File: src/rtl/ren_vtx_sort.sv
// ren_vtx_sort: captures a triangle, y-sorts its vertices with a 3-step stable network,
// drops flat-degenerate triangles and hands the sorted set to the setup stage.
module ren_vtx_sort #(
  parameter int P_W     = 22,
  parameter int P_CNT_W = 16
) (
  input  logic               clk,
  input  logic               rstn,
  input  logic               i_valid,
  output logic               o_ready,
  input  logic [6*P_W-1:0]   i_vtx0,
  input  logic [6*P_W-1:0]   i_vtx1,
  input  logic [6*P_W-1:0]   i_vtx2,
  input  logic               i_setup_idle,
  output logic               o_en,
  output logic [6*P_W-1:0]   o_vtx0,
  output logic [6*P_W-1:0]   o_vtx1,
  output logic [6*P_W-1:0]   o_vtx2,
  output logic [P_CNT_W-1:0] o_drop_cnt,
  output logic               o_idle
);
  localparam int VW = 6*P_W;
  typedef enum logic [2:0] {S_IDLE, S_S0, S_S1, S_S2, S_ISSUE, S_BUSY} state_t;
  state_t state_q, state_d;
  logic [VW-1:0] v_q [3];
  logic [VW-1:0] v_d [3];
  logic [P_CNT_W-1:0] cnt_q, cnt_d;
  logic sw01, sw12;
  // Offset-binary key so an unsigned compare orders sign-magnitude y; both zeros map to the midpoint.
  function automatic logic [P_W-1:0] key(input logic [VW-1:0] v);
    logic [P_W-1:0] y;
    y = v[5*P_W-1:4*P_W];
    return ~|y[P_W-2:0] ? {1'b1, {(P_W-1){1'b0}}} :
           y[P_W-1]     ? {1'b0, ~y[P_W-2:0]} : {1'b1, y[P_W-2:0]};
  endfunction
  assign sw01 = key(v_q[0]) > key(v_q[1]);
  assign sw12 = key(v_q[1]) > key(v_q[2]);
  always_comb begin
    state_d = state_q;
    v_d     = v_q;
    cnt_d   = cnt_q;
    case (state_q)
      S_IDLE: if (i_valid) begin
        v_d     = '{i_vtx0, i_vtx1, i_vtx2};
        state_d = S_S0;
      end
      S_S0: begin
        if (sw01) begin v_d[0] = v_q[1]; v_d[1] = v_q[0]; end
        state_d = S_S1;
      end
      S_S1: begin
        if (sw12) begin v_d[1] = v_q[2]; v_d[2] = v_q[1]; end
        state_d = S_S2;
      end
      S_S2: begin
        if (sw01) begin v_d[0] = v_q[1]; v_d[1] = v_q[0]; end
        if (key(v_d[0]) == key(v_d[2])) begin
          cnt_d   = &cnt_q ? cnt_q : cnt_q + 1'b1;
          state_d = S_IDLE;
        end else state_d = S_ISSUE;
      end
      S_ISSUE: state_d = i_setup_idle ? S_BUSY : S_ISSUE;
      S_BUSY:  state_d = i_setup_idle ? S_IDLE : S_BUSY;
      default: state_d = S_IDLE;
    endcase
  end
  always_ff @(posedge clk or negedge rstn) begin
    if (!rstn) begin
      state_q <= S_IDLE;
      v_q     <= '{default: '0};
      cnt_q   <= '0;
    end else begin
      state_q <= state_d;
      v_q     <= v_d;
      cnt_q   <= cnt_d;
    end
  end
  assign o_ready    = state_q == S_IDLE;
  assign o_idle     = state_q == S_IDLE;
  assign o_en       = (state_q == S_ISSUE) & i_setup_idle;
  assign o_vtx0     = v_q[0];
  assign o_vtx1     = v_q[1];
  assign o_vtx2     = v_q[2];
  assign o_drop_cnt = cnt_q;
endmodule

File: config.mk
export PLATFORM = sky130hd
export DESIGN_NAME = ren_vtx_sort
export DESIGN_NICKNAME = d
export VERILOG_FILES = /design/src/rtl/ren_vtx_sort.sv
export SDC_FILE = /design/constraint.sdc
export NUM_CORES = 1
export LEC_CHECK = 0
export ABC_AREA = 1
export CORE_AREA = 3 3 318 320
export CTS_CLUSTER_DIAMETER = 30
export DETAILED_ROUTE_END_ITERATION = 10
export DIE_AREA = 0 0 321 323
export HOLD_SLACK_MARGIN = 0.03
export PLACE_DENSITY = 0.54
export SKIP_CTS_REPAIR_TIMING = 1
export SYNTH_ARGS = -nofsm -noshare
export SYNTH_HDL_FRONTEND = slang
export SYNTH_SLANG_ARGS = --single-unit
export TNS_END_PERCENT = 100
File: constraint.sdc
create_clock -name clk -period 3.77 [get_ports clk]
set_input_delay 0.754 -clock clk [delete_from_list [all_inputs] [get_ports clk]]
set_output_delay 0.754 -clock clk [all_outputs]
set_load 0.01 [all_outputs]
### Word-level counts from Yosys, hierarchy flattened

Cells that the tools add are included.

| word-level totals | value |
|---|---|
| bits in registers | 415 |
| latch bits | 0 |
| RAM bits | 0 |
| bits in read-only memories | 0 |
| input port bits | 400 |
| output and inout bits | 415 |
| logic and storage cells | 55 |
| memories kept | 0 |

| cells by class | value |
|---|---|
| add/sub/neg operators | 1 |
| multipliers | 0 |
| divide/modulo/power cells | 0 |
| $lt $le $gt $ge | 2 |
| eq/ne operators | 8 |
| shift operators | 0 |
| muxes and demuxes | 20 |
| bitwise gates (word level) | 6 |
| reductions and logical operators | 13 |

Operators by type and width:

| kind | number |
|---|---|
| $mux W264 | 3 |
| $pmux W132 S4 | 1 |
| $mux W396 | 1 |
| $pmux W132 S3 | 1 |
| $pmux W132 S2 | 1 |
| $mux W22 | 8 |
| $not A21 Y21 | 4 |
| $reduce_or A21 Y1 | 4 |
| $gt A22 B22 Y1 | 2 |
| $eq A22 B22 Y1 | 1 |
| $pmux W3 S6 | 1 |
| $add A16 B1 Y16 const B | 1 |
| $reduce_and A16 Y1 | 1 |
| $mux W3 | 3 |
| $reduce_and A3 Y1 | 3 |
| $eq A3 B2 Y1 const B | 2 |
| $eq A3 B3 Y1 const B | 2 |
| $ne A2 B2 Y1 const B | 2 |
| $reduce_bool A4 Y1 | 1 |
| $eq A3 B1 Y1 const B | 1 |
| $logic_not A3 Y1 | 1 |
| $reduce_bool A3 Y1 | 1 |
| $reduce_and A2 Y1 | 1 |
| $reduce_bool A2 Y1 | 1 |
| other kinds (3) | 3 |

### Longest topological paths before layout

Gate-level depths: netlist of the first run.

| depth | value |
|---|---|
| depth in word-level cells | 12 |
| gate-level depth with buffers | 37 |
| gate-level depth less buffers | 33 |

### Least setup slack after synthesis of the first run

OpenSTA, ideal clock, no wires.

| timing | value |
|---|---|
| path kind | register to register |
| from | register v_q (netlist bit o_vtx1[109]) |
| to | register cnt_q[11], in the netlist o_drop_cnt[11] |
| library setup time | 0.117 ns |
| data arrival time | 4.129 ns |
| required time | 3.653 ns |
| path slack | -0.476 ns |
| cell stages (with the launch flop) | 30 |
| path buffers | 6 |
| clock period less this slack | 4.246 ns |
| path through | dfrtp_1 > clkbuf_1 > clkbuf_1 > xor2_1 > nand2_1 > ha_1 > nand2_1 > nor2_2 > nand2_1 > nor2_4 > nand2_2 > nand3_4 > nand2_4 > buf_6 > nand2_1 > nand2_1 > nor2_1 > nand2_1 > nor2_1 > nand3_1 > buf_6 > buf_4 > o21ai_1 > xnor2_1 > nand2_1 > nor2_4 > nand3_4 > buf_6 > nand2_1 > nand2_1 |

| on the way | value |
|---|---|
| cells in the longest elaborated chain, start to end | 10 |
| elaborated cells between the ends (all ways) | 11 |
| those cells by class | 1 x order compare; 1 x eq/ne; 6 x mux; 1 x bitwise; 2 x reduce/logical |

Ends and longest elaborated chain:

| element | RTL line | RTL |
|---|---|---|
| from (decl) | 25 | `logic [VW-1:0] v_q [3];` |
| from (signal assigned) | 74 | `v_q <= v_d;` |
| $mux W22 | 34 | `y[P_W-1] ? {1'b0, ~y[P_W-2:0]} : {1'b1, y[P_W-2:0]};` |
| $mux W22 | 33 | `return ~\|y[P_W-2:0] ? {1'b1, {(P_W-1){1'b0}}} :` |
| $gt A22 B22 Y1 | 36 | `assign sw01 = key(v_q[0]) > key(v_q[1]);` |
| $mux W264 * | 56 | `if (sw01) begin v_d[0] = v_q[1]; v_d[1] = v_q[0]; end` |
| $mux W264 * | 42 | `case (state_q)` |
| parallel branches: the longest is 2 deep, another holds $reduce_or A21 Y1 | - |  |
| $mux W22 * | 33 |  |
| $eq A22 B22 Y1 * | 57 | `if (key(v_d[0]) == key(v_d[2])) begin` |
| $reduce_and A3 Y1 (no source line) * | - |  |
| to (signal assigned) | 75 | `cnt_q <= cnt_d;` |
| to (decl) | 27 | `logic [P_CNT_W-1:0] cnt_q, cnt_d;` |

Every way passes the cells marked *. The select of a mux whose other input is x is not followed.
A chain may end at the register's enable or synchronous reset.

### Final worst setup path of the first run

| timing | value |
|---|---|
| from | register v_q (netlist bit o_vtx0[104]) |
| to | register cnt_q[2], in the netlist o_drop_cnt[2] |

| on the way | value |
|---|---|
| cells in the longest elaborated chain, start to end | 11 |
| elaborated cells between the ends (all ways) | 13 |
| those cells by class | 1 x order compare; 1 x eq/ne; 6 x mux; 2 x bitwise; 3 x reduce/logical |

Ends and longest elaborated chain:

| element | RTL line |
|---|---|
| parallel branches: the longest is 4 deep, another holds $gt A22 B22 Y1 | - |
| $mux W264 * | 56 |
| $mux W264 * | 42 |
| parallel branches: the longest is 2 deep, another holds $reduce_or A21 Y1 | - |
| $mux W22 * | 33 |
| $eq A22 B22 Y1 * | 57 |
| $reduce_and A3 Y1 (no source line) * | - |

Marked as above.

==> results of run 1 <==
[logic make-up (layout without fill, tap and decap cells)]
group,count (synthesis),count (layout),share of synthesized area
adder cells (fa/ha/maj),45,45,0.02327
flip-flops,415,415,0.4291
XOR/XNOR,65,65,0.02353
AO/OA/AOI/OAI,781,781,0.1956
multiplexers,134,134,0.06235
buffers and inverters,473,1734,0.07642
other,0,9,0
AND/OR/NAND/NOR,1118,1121,0.1896
[cell usage after synthesis, types with 45 or more instances]
master / instances / area [um^2]
nand2_1: 681 / 2556
dfrtp_1: 415 / 10380
o21ai_0: 277 / 1386
nor2_1: 259 / 972.2
inv_1: 238 / 893.4
clkbuf_1: 190 / 713.2
mux2_2: 134 / 1509
a21oi_1: 125 / 625.6
nand3_1: 99 / 495.5
a31oi_1: 84 / 525.5
o31ai_1: 67 / 503.0
a22oi_1: 56 / 420.4
xor2_1: 52 / 455.4
a211oi_1: 49 / 367.9
o211ai_1: 49 / 367.9
ha_1: 45 / 563.0
[layout make-up]
cell class,count,area [um^2],area share
antenna,9,22.52,0.0005085
clock buffer,159,3357,0.07580
clock inverter,62,968.4,0.02187
inverter,242,927.1,0.02093
multi-input combinational,2146,13510,0.3051
sequential,415,10390,0.2345
tap,1287,1610,0.03636
timing repair buffer,1271,13500,0.3049
[path summary, 6_finish.rpt]
path	endpoint	slack, ns	start	depth (start not counted)
worst max-delay path	o_drop_cnt[2]	-1.04	o_vtx0[104]	35
worst min-delay path	o_drop_cnt[10]	0.11	rstn	1
worst max register to register	o_drop_cnt[2]	-1.04	o_vtx0[104]	35
worst min register to register	o_vtx0[131]	0.53	o_vtx0[131]	1
max in group asynchronous	o_vtx1[79]	2.58	rstn	2
min in group clk	o_vtx0[131]	0.53	o_vtx0[131]	1
[routing by layer]
| metal | GRT usage | up-vias | wire length (um) |
|---|---|---|---|
| li1 | - | 12680 | - |
| met1 | 0.3010 | 14120 | 57280 |
| met2 | 0.4085 | 1477 | 68070 |
| met3 | 0.05593 | 292 | 11090 |
| met4 | 0.08883 | 8 | 5838 |
| met5 | 0 | - | 50 |
[registers in the layout (all words and copies together) (netlist names)]
| register | count |
|---|---|
| o_vtx0 | 132 |
| o_vtx1 | 132 |
| o_vtx2 | 132 |
| o_drop_cnt | 16 |
| state_q | 3 |
[per-stage QoR]
stage	hold WS (ns)	instances
after floorplan	0.4584	3031
after global placement	0.5124	5247
after detailed placement	0.5211	5247
after CTS	0.1174	5468
after global routing	0.1467	5587
final	0.1109	5591
[worst register-to-register path, delay by kind of cell, from the launching register on]
| kind | cells | cell delay (ns) |
|---|---|---|
| AO/OA/AOI/OAI | 1 | 0.05 |
| adder cells (fa/ha/maj) | 1 | 0.29 |
| buffers and inverters | 8 | 1.22 |
| flip-flops | 1 | 0.39 |
| AND/OR/NAND/NOR | 25 | 2.77 |
==> results.ini, run 1 <==
[setup_path]
critPathMaxStageDelay_ns = 0.39
crit_family = simple AND/OR/NAND/NOR gates
cp_num_buf_inv = 8
slowest_stage = dfrtp_1
cp-end-kind = flop
crit_required_ns = 4.38
cp_common_cell = nand2_2
crit_arrival_ns = 5.43
startpoint_type = flop
critPathMaxFanout = 16
worstSetupPathType = flop to flop

[global_route]
grt_start_max_net_pins = 153
grt_overflow_total = 0
grtUsageTotal = 0.2417
antenna_found_initial = 13
grt_pass1_vias = 27080
grt_pass1_wl_mm = 187.0

[yosys]
ys_seq_elements = 415
synth_edf_count = 0
synth_cell_types = 42
synth_area_um2 = 24200
syn-num-nets = 3476
synth-main-ff-cell = dfrtp_1
synth.avg_cell_area_um2 = 7.984
ys_seq_area_frac = 0.4291
synthArstFlopShare = 1.000
ys_warn_count = 0
synth_cells = 3031

[sta]
setup-tns-final_ns = -201.00
finalHoldViolCount = 0
fin_ws_ns = -1.042
max_freq_mhz = 207.8
min_period_ns = 4.812
relSlewSlack = 0.2388
fin_skew_ns = 0.07388
tightest_slew_ns = 1.142
rsz0062_at_grt = yes
setup_violations = 391
slew_viol_final = 0
fin_crit_sh = 1.276

[worst_hold_path]
hold_path.class = input pin to async pin

[floorplan]
die_width_um = 321
initial_utilization = 0.2459
die_y_um = 323
io_pins = 815
coreArea_um2 = 98420
die_area_um2 = 103700
rows = 115

[detailed_routing]
routed_via_density = 5.112
ant_nets = 0
drcViolationCount = 0
routedWlPerCell_um = 25.46
drt_iter0_drc = 2392
vias = 28580
drt_wl_total_mm = 142.3
firstDrtPassIters = 6

[final_layout]
fin_area_um2 = 44290
area_growth_pct = 83.02
drive_above_1_share = 0.2563
num-fill-cells = 9541
nNetsFinal = 4639
layout_common_cells = clkdlybuf4s50_1 (813), nand2_1 (613), dfrtp_1 (414)
mostFrequentLayoutCell = clkdlybuf4s50_1
final_core_util = 0.4500

[placement]
place.gp.congestion = 0.9312
hpwl_mm = 97.15
pre_cts_ws_ns = -1.001
placed_area_um2 = 36280
port_buffers = 814

[job]
drv_cap = 0

[clock_tree]
clk_latency_ns = 0.71
cts.reportedPaths.clkPinSlew_ns = 0.04
cts.sinks = 415
cts_tree = built
numCtsBuffers = 118
cts_max_path_buffers = 3
cts_max_level = 3
root_buffer = clkbuf_16

[run_status]
run_status = finished, violations left
violations = setup timing

Power of run 1 is not shown: default switching activity piles up to over one toggle a cycle in this logic, so the estimate is an artifact.
==> run 2, diff against run 1 <==
--- a/config.mk
+++ b/config.mk
@@ -11,7 +11,7 @@
 export DETAILED_ROUTE_END_ITERATION = 10
 export DIE_AREA = 0 0 321 323
 export HOLD_SLACK_MARGIN = 0.03
-export PLACE_DENSITY = 0.54
+export PLACE_DENSITY = 0.49
 export SKIP_CTS_REPAIR_TIMING = 1
 export SYNTH_ARGS = -nofsm -noshare
 export SYNTH_HDL_FRONTEND = slang
==> results.ini, run 2 (same netlist as run 1, synthesis figures left out) <==
[run_status]
run_status = finished, violations left
violations = setup timing

[power]
leakagePower_nw = 18.49
pwr_density_cell_nw_per_um2 = 1355
peakVddDrop_uv = 711.9

[setup_path]
cp_num_buf_inv = 7  ; -1
cp_common_cell = nand2_1
worstSetupPathType = flop to flop
critPathMaxStageDelay_ns = 0.38  ; about the same
crit_required_ns = 4.41  ; +0.03 ns
startpoint_type = flop
ff2ff_setup_slack_ns = -0.92  ; +0.12 ns
critPathMaxFanout = 16  ; unchanged
crit_family = simple AND/OR/NAND/NOR gates
slowest_stage = dfrtp_1
cp-end-kind = flop
crit_arrival_ns = 5.33  ; -0.10 ns

[floorplan]
die_y_um = 323  ; unchanged
die_width_um = 321  ; unchanged
io_pins = 815  ; unchanged
initial_utilization = 0.2459  ; unchanged
coreArea_um2 = 98420  ; unchanged
rows = 115  ; unchanged
die_area_um2 = 103700  ; unchanged

[global_route]
grtUsageTotal = 0.2480  ; +0.006311
grt_start_max_net_pins = 136  ; -11%
grt_overflow_total = 0  ; unchanged
grt_pass1_wl_mm = 190.7  ; +2.0%
grt_pass1_vias = 27350  ; +0.98%
antenna_found_initial = 20  ; +7

[final_layout]
area_growth_pct = 71.96
mostFrequentLayoutCell = clkdlybuf4s50_1
nNetsFinal = 4567  ; -1.6%
drive_above_1_share = 0.1929  ; -0.06349
instances_no_fill = 5527  ; -1.1%
layout_common_cells = clkdlybuf4s50_1 (813), nand2_1 (664), dfrtp_1 (414)
fin_area_um2 = 41610  ; -6.0%

[placement]
pre_cts_ws_ns = -1.038  ; -0.03708 ns
place.gp.congestion = 0.9327  ; +0.16%
port_buffers = 814  ; unchanged
placed_area_um2 = 36040  ; -0.67%
dp.cells = 5241  ; -0.11%
hpwl_mm = 99.14  ; +2.1%

[sta]
setup-tns-final_ns = -191.95  ; +9.049 ns
tightest_slew_ns = 0.9855  ; -0.1563 ns
finalHoldViolCount = 0  ; unchanged
max_freq_mhz = 213.0  ; +2.5%
fin_skew_ns = 0.03860  ; -0.03529 ns
rsz0062_at_grt = yes
min_period_ns = 4.694  ; -0.1181 ns
whs_ns = 0.07054  ; -0.04032 ns
fin_ws_ns = -0.9242  ; +0.1181 ns
setup_violations = 391  ; unchanged
fin_crit_sh = 1.245  ; -0.03133
slew_viol_final = 0  ; unchanged
relSlewSlack = 0.3430  ; +0.1042

[clock_tree]
cts.sinks = 415  ; unchanged
cts.reportedPaths.clkPinSlew_ns = 0.04  ; about the same
cts_max_path_buffers = 3  ; unchanged
cts_tree = built
cts_max_level = 4  ; +1
numCtsBuffers = 132  ; +12%
clk_latency_ns = 0.73  ; +0.02 ns
root_buffer = clkbuf_16

[job]
drv_cap = 0  ; unchanged

[detailed_routing]
vias = 27460  ; -3.9%
drt_wl_total_mm = 136.9  ; -3.8%
routedWlPerCell_um = 24.77  ; -2.7%
ant_nets = 0  ; unchanged
drt_iter0_drc = 1986  ; -17%
firstDrtPassIters = 5  ; -1
drcViolationCount = 0  ; unchanged
routed_via_density = 4.968  ; -2.8%

[worst_hold_path]
hold_path.class = input pin to async pin

## run 2: path summary, 6_finish.rpt
path / from / end / depth (start not counted)
max: o_vtx0[105] / o_drop_cnt[11] / 29
max reg2reg: o_vtx0[105] / o_drop_cnt[11] / 29
min reg2reg: o_drop_cnt[4] / o_drop_cnt[4] / 2
max in group asynchronous: rstn / o_vtx1[7] / 2
min: rstn / o_drop_cnt[8] / 1
min in group clk: o_drop_cnt[4] / o_drop_cnt[4] / 2
## run 2: final cells by class
cell class | instances | area, um^2
Inverter | 242 | 927.1
Clock inverter | 62 | 744.5
Multi-Input combinational cell | 2145 | 12320
Clock buffer | 176 | 3772
Fill cell | 9895 | 56810
Timing Repair Buffer | 1186 | 11810
Antenna cell | 14 | 35.03
Tap cell | 1287 | 1610
Sequential cell | 415 | 10390
## run 2: layer usage
layer	wire, um	part of all wire	vias up	track usage
met2	66010	0.48	1148	0.4163
met4	5843	0.043	12	0.1019
met3	9659	0.071	286	0.06638
li1	-	-	12560	-
met5	84	0.00061	-	0
met1	55330	0.40	13460	0.3014
## run 2: power by group
group	total (mW)	switching (mW)	internal (mW)	leakage, nW
registers	8.78	1.91	6.86	4.97
clock network	11.1	3.38	7.72	2.25
logic	36.5	20.5	16.0	11.3
total	56.4	25.8	30.6	18.5
## run 2: through the flow
stage          total power, mW  utilization
2_1_floorplan            25.70            -
3_3_place_gp             42.76       0.3662
3_5_place_dp             42.83       0.3662
4_1_cts                  54.27       0.4121
5_1_grt                  59.97       0.4227
6_report                 56.37       0.4228
## run 2: worst register-to-register path: cells and delay by family (launching register included)
family,cells,cell delay (ns)
and+or+nand+nor,18,2.45
adders and majority gates,1,0.29
AOI/OAI and AO/OA,2,0.22
xor gates and xnor gates,1,0.30
buffers and inverters,7,1.00
DFF,1,0.38
No activity file was read; power rests on OpenSTA's default activity.
